<file path="config.mk">
export PLATFORM = sky130hd
export DESIGN_NAME = lsu_mem_master
export DESIGN_NICKNAME = d
export VERILOG_FILES = /design/src/rtl/lsu_mem_master.sv
export SDC_FILE = /design/constraint.sdc
export NUM_CORES = 1
export LEC_CHECK = 0
export CAP_MARGIN = 10
export CELL_PAD_IN_SITES_DETAIL_PLACEMENT = 0
export CELL_PAD_IN_SITES_GLOBAL_PLACEMENT = 1
export CORE_MARGIN = 2
export CORE_UTILIZATION = 38
export CTS_BUF_LIST = sky130_fd_sc_hd__clkbuf_8
export DETAILED_ROUTE_END_ITERATION = 12
export GPL_TIMING_DRIVEN = 0
export PLACE_DENSITY_LB_ADDON = 0.1
export SLEW_MARGIN = 20
export SYNTH_ARGS = -nofsm -noshare
export SYNTH_HDL_FRONTEND = slang
export SYNTH_SLANG_ARGS = --single-unit
</file>
<file path="constraint.sdc">
create_clock -name clk -period 5.6 [get_ports clk]
set_clock_uncertainty 0.1 [all_clocks]
set_input_delay 1.12 -clock clk [delete_from_list [all_inputs] [get_ports clk]]
set_output_delay 1.12 -clock clk [all_outputs]
set_load 0.01 [all_outputs]
</file>
<file path="src/rtl/lsu_mem_master.sv">
// Load/store initiator between the execute stage and a word-addressed data memory.
// Handles one byte/half/word request at a time, with read-modify-write for sub-word stores.
module lsu_mem_master #(
    parameter int WORD_ADDR_W = 5
) (
    input  logic                   clk,
    input  logic                   rst,
    input  logic                   req_valid,
    output logic                   req_ready,
    input  logic                   req_we,
    input  logic [1:0]             req_size,
    input  logic                   req_unsigned,
    input  logic [WORD_ADDR_W+1:0] req_addr,
    input  logic [31:0]            req_wdata,
    output logic                   resp_valid,
    output logic [31:0]            resp_rdata,
    output logic                   resp_err,
    output logic                   mem_read_flag,
    output logic                   mem_write_flag,
    output logic [WORD_ADDR_W-1:0] mem_addr,
    output logic [31:0]            mem_wdata,
    input  logic [31:0]            mem_rdata
);

    typedef enum logic [1:0] {IDLE, READ, WRITE, RESP} state_t;

    state_t                 state_reg, state_next;
    logic                   we_reg;
    logic [1:0]             size_reg;
    logic                   unsigned_reg;
    logic [WORD_ADDR_W+1:0] addr_reg;
    logic [31:0]            wdata_reg;
    logic [31:0]            rdata_reg;
    logic                   err_reg;

    logic                   req_err;
    logic [7:0]             lane_byte;
    logic [15:0]            lane_half;
    logic [31:0]            load_data;
    logic [31:0]            merged_word;
    logic [3:0]             lane_hit;

    assign req_err = (req_size == 2'b11)
                   || (req_size == 2'b01 && req_addr[0])
                   || (req_size == 2'b10 && req_addr[1:0] != 2'b00);

    // Load lane extraction from the word currently presented by memory.
    always_comb begin
        lane_byte = mem_rdata[{addr_reg[1:0], 3'b000} +: 8];
        lane_half = addr_reg[1] ? mem_rdata[31:16] : mem_rdata[15:0];
        case (size_reg)
            2'b00:   load_data = {{24{~unsigned_reg & lane_byte[7]}}, lane_byte};
            2'b01:   load_data = {{16{~unsigned_reg & lane_half[15]}}, lane_half};
            default: load_data = mem_rdata;
        endcase
    end

    // Sub-word store merge: each byte lane either keeps memory data or takes a store byte.
    generate
        for (genvar gi = 0; gi < 4; gi++) begin : g_lane
            localparam logic [1:0] LANE = 2'(gi);
            logic [7:0] new_byte;
            assign lane_hit[gi] = (size_reg == 2'b00) ? (addr_reg[1:0] == LANE)
                                                      : (addr_reg[1] == LANE[1]);
            assign new_byte = (size_reg == 2'b00 || !LANE[0]) ? wdata_reg[7:0] : wdata_reg[15:8];
            assign merged_word[8*gi +: 8] = lane_hit[gi] ? new_byte : mem_rdata[8*gi +: 8];
        end
    endgenerate

    always_ff @(posedge clk or negedge rst) begin
        if (!rst) begin
            state_reg <= IDLE;
        end else begin
            state_reg <= state_next;
        end
    end

    always_comb begin
        state_next = state_reg;
        case (state_reg)
            IDLE: begin
                if (req_valid) begin
                    if (req_err)
                        state_next = RESP;
                    else if (!req_we || req_size != 2'b10)
                        state_next = READ;
                    else
                        state_next = WRITE;
                end
            end
            READ:    state_next = we_reg ? WRITE : RESP;
            WRITE:   state_next = RESP;
            default: state_next = IDLE;
        endcase
    end

    always_ff @(posedge clk or negedge rst) begin
        if (!rst) begin
            we_reg       <= 1'b0;
            size_reg     <= 2'b00;
            unsigned_reg <= 1'b0;
            addr_reg     <= '0;
            wdata_reg    <= 32'h0;
            rdata_reg    <= 32'h0;
            err_reg      <= 1'b0;
        end else begin
            case (state_reg)
                IDLE: begin
                    if (req_valid) begin
                        we_reg       <= req_we;
                        size_reg     <= req_size;
                        unsigned_reg <= req_unsigned;
                        addr_reg     <= req_addr;
                        wdata_reg    <= req_wdata;
                        err_reg      <= req_err;
                        rdata_reg    <= 32'h0;
                    end
                end
                READ: begin
                    // A store reuses wdata_reg to carry the merged word into WRITE.
                    if (we_reg)
                        wdata_reg <= merged_word;
                    else
                        rdata_reg <= load_data;
                end
                RESP: begin
                    rdata_reg <= 32'h0;
                    err_reg   <= 1'b0;
                end
                default: ;
            endcase
        end
    end

    always_comb begin
        req_ready      = (state_reg == IDLE);
        resp_valid     = (state_reg == RESP);
        resp_rdata     = rdata_reg;
        resp_err       = err_reg;
        mem_read_flag  = (state_reg == READ);
        mem_write_flag = (state_reg == WRITE);
        mem_addr       = '0;
        mem_wdata      = 32'h0;
        if (state_reg == READ || state_reg == WRITE)
            mem_addr = addr_reg[WORD_ADDR_W+1:2];
        if (state_reg == WRITE)
            mem_wdata = wdata_reg;
    end

endmodule

</file>
==> run metrics <==
#FFs+latches synth=a little under 80; Hold Buf Count CTS=0; ys flop type=dfrtp_1; EDFF count, synth=0; Final period util=0.627; setup_tns=0 ps; largest net degree at the start of global routing=47; Synth Cell Area=roughly 4400 sq um; critical path type=register to output pin; number of nets produced by synthesis=around 540; RSZ-0062 raised after global routing=false; number of synthesis warnings=0; buffers added on ports=approximately 150; Max Freq=~280 MHz; Finished Cell Area=between 6000 and 7000 sq um; Vias/cell=roughly 5.6; Fin. Hold Viols=0; CTS tree=yes; worst min path class=register to register; WP data required=between 4000 and 5000 ps; fin nets=700; Clock H-tree levels=3; # fillers=roughly 1100; cts bufs inserted=9; GRT overflow=0; core area=about 11000 sq um; Routed Antenna Nets=0; status=complete, no violations; register area share after synthesis=0.442; Max IR drop VDD=between 300 and 400 uV; initial antenna violation count=0; CP startpoint kind=register; drt pass-1 iters=4; min cycle time layout=roughly 3500 ps; die width=between 100 and 150 um; Synth Instances=about 460; first-pass GRT wire length=23.7 mm; maximum fanout along the worst path=10; pwr/cell area=between 500 and 600 nW/um^2; Die Ht=between 100 and 150 um; antenna cells=0; Slowest cell on crit path=clkdlybuf4s50_1; WP buf/inv=3; Starting DRT DRC Count=roughly 260; WP data arrival=~2300 ps; element type at the critical path end=output pin; post-CTS sizing=0; crit-path max cell delay=around 540 ps; Multi-input gate area=2290 sq um; vias in the first global route=roughly 4300; CP top delay family=buffers and inverters; GP Congestion=around 0.84; worst-case clock buffer depth=2; final setup violation count=0; HPWL after DPL=11.9 mm; Ports=152; GRT Util Overall=0.244; CTS root buf=clkbuf_8; CTS Sinks=78; FFs w/ async S/R, synth=1.00; slew margin rel.=0.288; Starting Density=0.389; Routed Wire Length=roughly 15 mm; area delta synth->final=42.8%; worst-path cell chain=inv_1 -> ha_1 -> clkbuf_1 -> and2_1 -> clkdlybuf4s50_1; CTS clock-pin slew for the worst setup and hold paths=around 90 ps; DR DRC count=0; Worst-Skew Late Latency=350 ps; Area after DPL=approximately 6000 sq um; Max Cap Violations=0; final slew viol count=0; Final Total Pwr=approximately 3800 uW; vias=4306; Core Rows=39; synth unique cells=50; share of cells above drive strength 1=0.0803; Tightest Pin Transition=1070 ps; register area=1950 sq um; Setup Buffers After CTS=0; Mean Syn Cell Area=9.71 sq um; Pleak=around 0.0026 uW; wire per inst=around 20 um; die area=roughly 13000 sq um
synth_stat cells (4+ instances only):
cell type  count  area, sq um
nor2b_1       10         62.6
and2_1        37          231
o21ai_0       32          160
a21oi_1       30          150
mux2_2        14          158
mux2i_1       27          270
o22ai_1        9         56.3
nand3_1       10         50.1
nor3_1        10         50.1
inv_1          6         22.5
dfrtp_1       78         1950
clkbuf_1      24         90.1
nand2_1       32          120
ha_1           4         50.1
o22a_1        14          123
buf_2          8         40.0
a221o_1       18          180
o211ai_1       8         60.1
o221ai_1       8         70.1
nor2_1        30          113
per-layer routing:
metal	GRT usage	vias up	wire length [um]
met5	0	-	0
met2	0.404	182	7310
met1	0.326	2102	6550
met4	0.0749	0	289
met3	0.0452	23	966
li1	-	1999	-
path summary, 6_finish.rpt:
kind / cells past startpoint / slack (ps) / end / start
setup / recovery: 5 / 2090 / mem_wdata[7] / state_reg[0]
hold / removal: 2 / 390 / resp_rdata[10] / resp_rdata[10]
setup reg to reg: 8 / 2830 / resp_rdata[28] / state_reg[1]
hold reg to reg: 2 / 390 / resp_rdata[10] / resp_rdata[10]
max in group asynchronous: 2 / 4190 / resp_rdata[12] / rst
min in group asynchronous: 1 / 610 / wdata_reg[21] / rst
area by class of cell:
class / count / area share
multi-input combinational: 336 / 0.362
clock inverter: 6 / 0.00615
tap: 143 / 0.0284
clock buffer: 10 / 0.0218
timing repair buffer: 152 / 0.244
inverter: 7 / 0.00416
buffer: 34 / 0.0242
sequential: 78 / 0.309
kinds of logic after synthesis:
| kind of cell | Yosys count | share of synthesized area |
|---|---|---|
| compound gates | 147 | 0.237 |
| fa+ha+maj | 4 | 0.0113 |
| buf+inv | 41 | 0.0405 |
| flops | 78 | 0.442 |
| mux | 42 | 0.103 |
| simple gates | 143 | 0.166 |
worst register-to-register path, stage by stage, from the launching register on:
cell and delay (ps):
dfrtp_1 430, inv_1 100, ha_1 170, buf_2 170
and2b_1 280, nand2_1 210, nor4_2 720, buf_2 380
a221o_1 150
through the flow:
step	instances	util	hold WS [ps]	setup WS (ps)
floorplan	455	-	351	3230
global placement	749	0.537	371	481
detailed placement	750	0.539	374	2200
CTS	766	0.555	395	2090
global route	766	0.555	419	1950
finish	766	0.555	389	2090
power breakdown:
group | internal, uW | switching (uW) | leakage [uW]
registers | 836 | 188 | 0.000968
clock network | 172 | 220 | 0.0000934
logic | 1120 | 1240 | 0.00151
total | 2120 | 1650 | 0.00257
layout by cell type (no fill, tap or decap), types with 8 or more instances in the layout:
| cell type | synthesis | final |
|---|---|---|
| a21oi_1 | 30 | 30 |
| a221o_1 | 18 | 18 |
| and2_1 | 37 | 37 |
| buf_2 | 8 | 8 |
| clkbuf_1 | 24 | 24 |
| clkbuf_8 | 0 | 10 |
| clkdlybuf4s50_1 | 0 | 150 |
| dfrtp_1 | 78 | 78 |
| mux2_2 | 14 | 14 |
| mux2i_1 | 27 | 27 |
| nand2_1 | 32 | 32 |
| nand3_1 | 10 | 10 |
| nor2_1 | 30 | 30 |
| nor2b_1 | 10 | 10 |
| nor3_1 | 10 | 10 |
| o211ai_1 | 8 | 8 |
| o21ai_0 | 32 | 32 |
| o221ai_1 | 8 | 8 |
| o22a_1 | 14 | 14 |
| o22ai_1 | 9 | 9 |
Note: power is estimated with default switching activity, not from simulation.
==> RTL edit 1, RTL diff (same settings) <==
Encoding of `state_t`: now one-hot (4 bits for 4 states).
--- a/src/rtl/lsu_mem_master.sv
+++ b/src/rtl/lsu_mem_master.sv
@@ -22,7 +22,7 @@
     input  logic [31:0]            mem_rdata
 );
 
-    typedef enum logic [1:0] {IDLE, READ, WRITE, RESP} state_t;
+    typedef enum logic [3:0] {IDLE = 4'b0001, READ = 4'b0010, WRITE = 4'b0100, RESP = 4'b1000} state_t;
 
     state_t                 state_reg, state_next;
     logic                   we_reg;
Formal check against the unedited RTL: no difference found for any inputs over 10 cycles, from zero or initial values and one cycle with rst low; not proved beyond that.
==> RTL edit 1 against the unedited design <==
Die area rose by 0.90%. Critical endpoint is now mem_wdata[15]. Routed wire length is 3.3% higher. Largest cell class unchanged. Sequential cell count rose by 2. Cell area is 1.4% higher. Setup slack worse by 0.63 ns. First-iteration DRC count increased by 30%. Area after synthesis rose by 0.93%. Critical path type unchanged.
Power is not compared: it rests on default switching activity, and its combinational part moved more than twofold at a synthesized area within 25%.
==> RTL edit 1: results (changes against the unedited design) <==
[run_status]
status=complete, no violations  ; unchanged

[route]
drt-initial-drc-count=331  ; was 255
drt-total-wl_um=15610  ; was 15120 um
viasPerCell=5.567  ; was 5.621

[timing]
hold_ws_ns=0.3752  ; was 0.3889 ns
fin_ws_ns=1.459  ; was 2.090 ns
maxSlewHeadroom_pct=35.49  ; was 28.79%

[cts]
clock_sinks=80  ; was 78
insertion_delay_ns=0.38  ; was 0.35 ns

[layout]
synthToLayoutAreaGrowth_pct=43.43  ; was 42.82%
n_all_buffers=189  ; was 186
nFillCells=1076  ; was 1106
num-nonclk-inverters=6  ; was 7
final.clkbuf_count=9  ; was 10
num-nets-final=693  ; was 700
bufAreaShareNonClock_pct=27.31  ; was 26.77%
clk_share_pct=3.462  ; was 2.796%
drive_above_1_share_pct=11.61  ; was 8.026%
multi_input_gates=329  ; was 336
seqAreaFraction_pct=31.32  ; was 30.93%

[global_routing]
grt_max_degree=50  ; was 47
grt_pass1_wl_um=24540  ; was 23660 um
met3_usage_pct=4.806  ; was 4.518%
grt.total_usage_pct=25.22  ; was 24.40%
grt_use_met1_pct=34.72  ; was 32.59%
grt_pass1_vias=4264  ; was 4312

[worst_hold_path]
hold-path-endpoint=wdata_reg[18]  ; was resp_rdata[10]
worstHoldStart=wdata_reg[18]  ; was resp_rdata[10]

[critical_path]
r2r_cells=6  ; was 8
rr_startpoint=state_reg[0]  ; was state_reg[1]
slowest_stage=nor4_2  ; was clkdlybuf4s50_1
crit_start=state_reg[1]  ; was state_reg[0]
r2r_end=wdata_reg[23]  ; was resp_rdata[28]
slowest_delay_ns=0.85  ; was 0.54 ns
reg2reg_slack_ns=3.22  ; was 2.83 ns
arrival_ns=2.92  ; was 2.29 ns
cp-endpoint=mem_wdata[15]  ; was mem_wdata[7]

[yosys]
netlist_top_cells_area=dfrtp_1 44%, mux2_2 5.6%, and2_1 4.9%  ; was dfrtp_1 44%, mux2i_1 6.1%, and2_1 5.2%
syn-num-nets=530  ; was 537
synth-compound-area-share_pct=23.04  ; was 23.73%
synth.distinct_cells=51  ; was 50
synthTopCellsByCount=79 x dfrtp_1, 57 x nand2_1, 43 x a21oi_1  ; was 78 x dfrtp_1, 37 x and2_1, 32 x nand2_1, 32 x o21ai_0
postSynthCellCount=452  ; was 455

[placed_design]
placed_area_um2=6175  ; was 6133 um2
place_congestion=0.9097  ; was 0.8380
dp_hpwl_um=12100  ; was 11900 um

RTL edit 1: cell count changes in the layout (fill, tap and decap cells not counted), moves of 7 or more:
| cell | before | now |
|---|---|---|
| o211ai_1 | 8 | 1 |
| nand3_1 | 10 | 0 |
| mux2_2 | 14 | 22 |
| o221ai_1 | 8 | 16 |
| nor3_1 | 10 | 3 |
| a211oi_1 | 1 | 8 |
| clkbuf_1 | 24 | 14 |
| mux2i_1 | 27 | 13 |
| a21oi_1 | 30 | 43 |
| o21ai_1 | 2 | 9 |
| nand2_1 | 32 | 57 |
| o22ai_1 | 9 | 2 |
| o21ai_0 | 32 | 20 |
RTL edit 1: routing by layer:
layer / wire (um) / vias to the layer above
met1: 7095 / 2046
li1: - / 1989
met3: 964 / 33
met2: 7017 / 180
met5: 0 / -
met4: 537 / 0
RTL edit 1: worst min-delay path, stage by stage, from the launching register on:
cell and delay [ns]:
dfrtp_1 0.34, nand2_1 0.04, o21ai_0 0.06
==> RTL edit 2, RTL diff (same settings) <==
Without the edit above. `WORD_ADDR_W`: 5 -> 4.
--- a/src/rtl/lsu_mem_master.sv
+++ b/src/rtl/lsu_mem_master.sv
@@ -1,7 +1,7 @@
 // Load/store initiator between the execute stage and a word-addressed data memory.
 // Handles one byte/half/word request at a time, with read-modify-write for sub-word stores.
 module lsu_mem_master #(
-    parameter int WORD_ADDR_W = 5
+    parameter int WORD_ADDR_W = 4
 ) (
     input  logic                   clk,
     input  logic                   rst,
Ports: changed (resized mem_addr and req_addr); port bits go from 152 to 150. The function was not compared with the original's and may differ.
==> RTL edit 2 against the unedited design <==
Area after synthesis is 3.0% higher. Power is 0.19% lower. Non-clock buffer count is 2 higher. Setup slack worse by 0.052 ns. Routed wire length is 0.16% higher. Cell area is 1.9% higher. Count of clock-buffer cells in the layout is 1 lower. Via count is 2.2% lower. Sequential cell count is 1 lower. Largest power group unchanged. Highest routed layer unchanged.
==> RTL edit 2: results (changes against the unedited design) <==
[critical_path]
cp-endpoint=mem_wdata[14]  ; was mem_wdata[7]
arrival_ns=2.34  ; was 2.29 ns
reg2reg_slack_ns=2.89  ; was 2.83 ns
r2r_end=resp_rdata[31]  ; was resp_rdata[28]

[layout]
drive_above_1_share_pct=9.479  ; was 8.026%
num-nets-final=709  ; was 700

[global_routing]
met3_usage_pct=3.985  ; was 4.518%
grt_pass1_wl_um=23260  ; was 23660 um
grt_pass1_vias=4059  ; was 4312
grt_use_met1_pct=33.80  ; was 32.59%
grt_max_degree=48  ; was 47

[route]
route.met3.wl_um=811  ; was 966 um
drt-initial-drc-count=258  ; was 255
met2_length_um=7218  ; was 7313 um
wl_met1_um=6975  ; was 6550 um

[yosys]
netlist_top_cells_area=dfrtp_1 42%, mux2i_1 5.9%, and2_1 5.1%  ; was dfrtp_1 44%, mux2i_1 6.1%, and2_1 5.2%
synthTopCellsByCount=77 x dfrtp_1, 37 x and2_1, 36 x o21ai_0  ; was 78 x dfrtp_1, 37 x and2_1, 32 x nand2_1, 32 x o21ai_0
synth-compound-area-share_pct=22.08  ; was 23.73%

[placed_design]
dp_hpwl_um=11990  ; was 11900 um
place.port_buffers=149  ; was 151
place_ws_ns=2.349  ; was 2.200 ns

[pwr]
irDropWorstVdd_mv=0.2462  ; was 0.3265 mV
p_leak_nw=2.619  ; was 2.571 nW

[timing]
fin_ws_ns=2.038  ; was 2.090 ns
hold_ws_ns=0.3887  ; was 0.3889 ns
maxSlewHeadroom_pct=55.22  ; was 28.79%

[worst_hold_path]
min_path_cells=1  ; was 2
worstHoldStart=wdata_reg[24]  ; was resp_rdata[10]

[run_status]
status=complete, no violations  ; unchanged

==> RTL edit 2: final cells by class <==
cell class              count  share of cell area (%)
clock buffers               9                   1.927
repair buffers            150                   23.59
plain buffers              38                   2.803
flip-flops and latches     77                   29.98
well taps                 143                   2.784
multi-input cells         343                   37.49
clock inverters             7                  0.8955
inverters                   9                  0.5256
==> RTL edit 2: critical path: cells and delay by family (launching register included) <==
family,cells,cell delay [ns]
fa+ha+maj,1,0.35
buf+inv,3,1.00
simple gates,1,0.20
flops,1,0.43
==> RTL edit 2: through the flow <==
step / std cells / instance area (um2) / utilization [%] / power [mW]
after detailed placement: 760 / 6246 / 54.01 / 3.371
after global routing: 776 / 6427 / 55.58 / 4.051
after floorplan: 467 / 4551 / - / 2.436
final: 776 / 6427 / 55.58 / 3.767
after global placement: 759 / 6221 / 53.79 / 3.326
after CTS: 776 / 6427 / 55.58 / 3.784
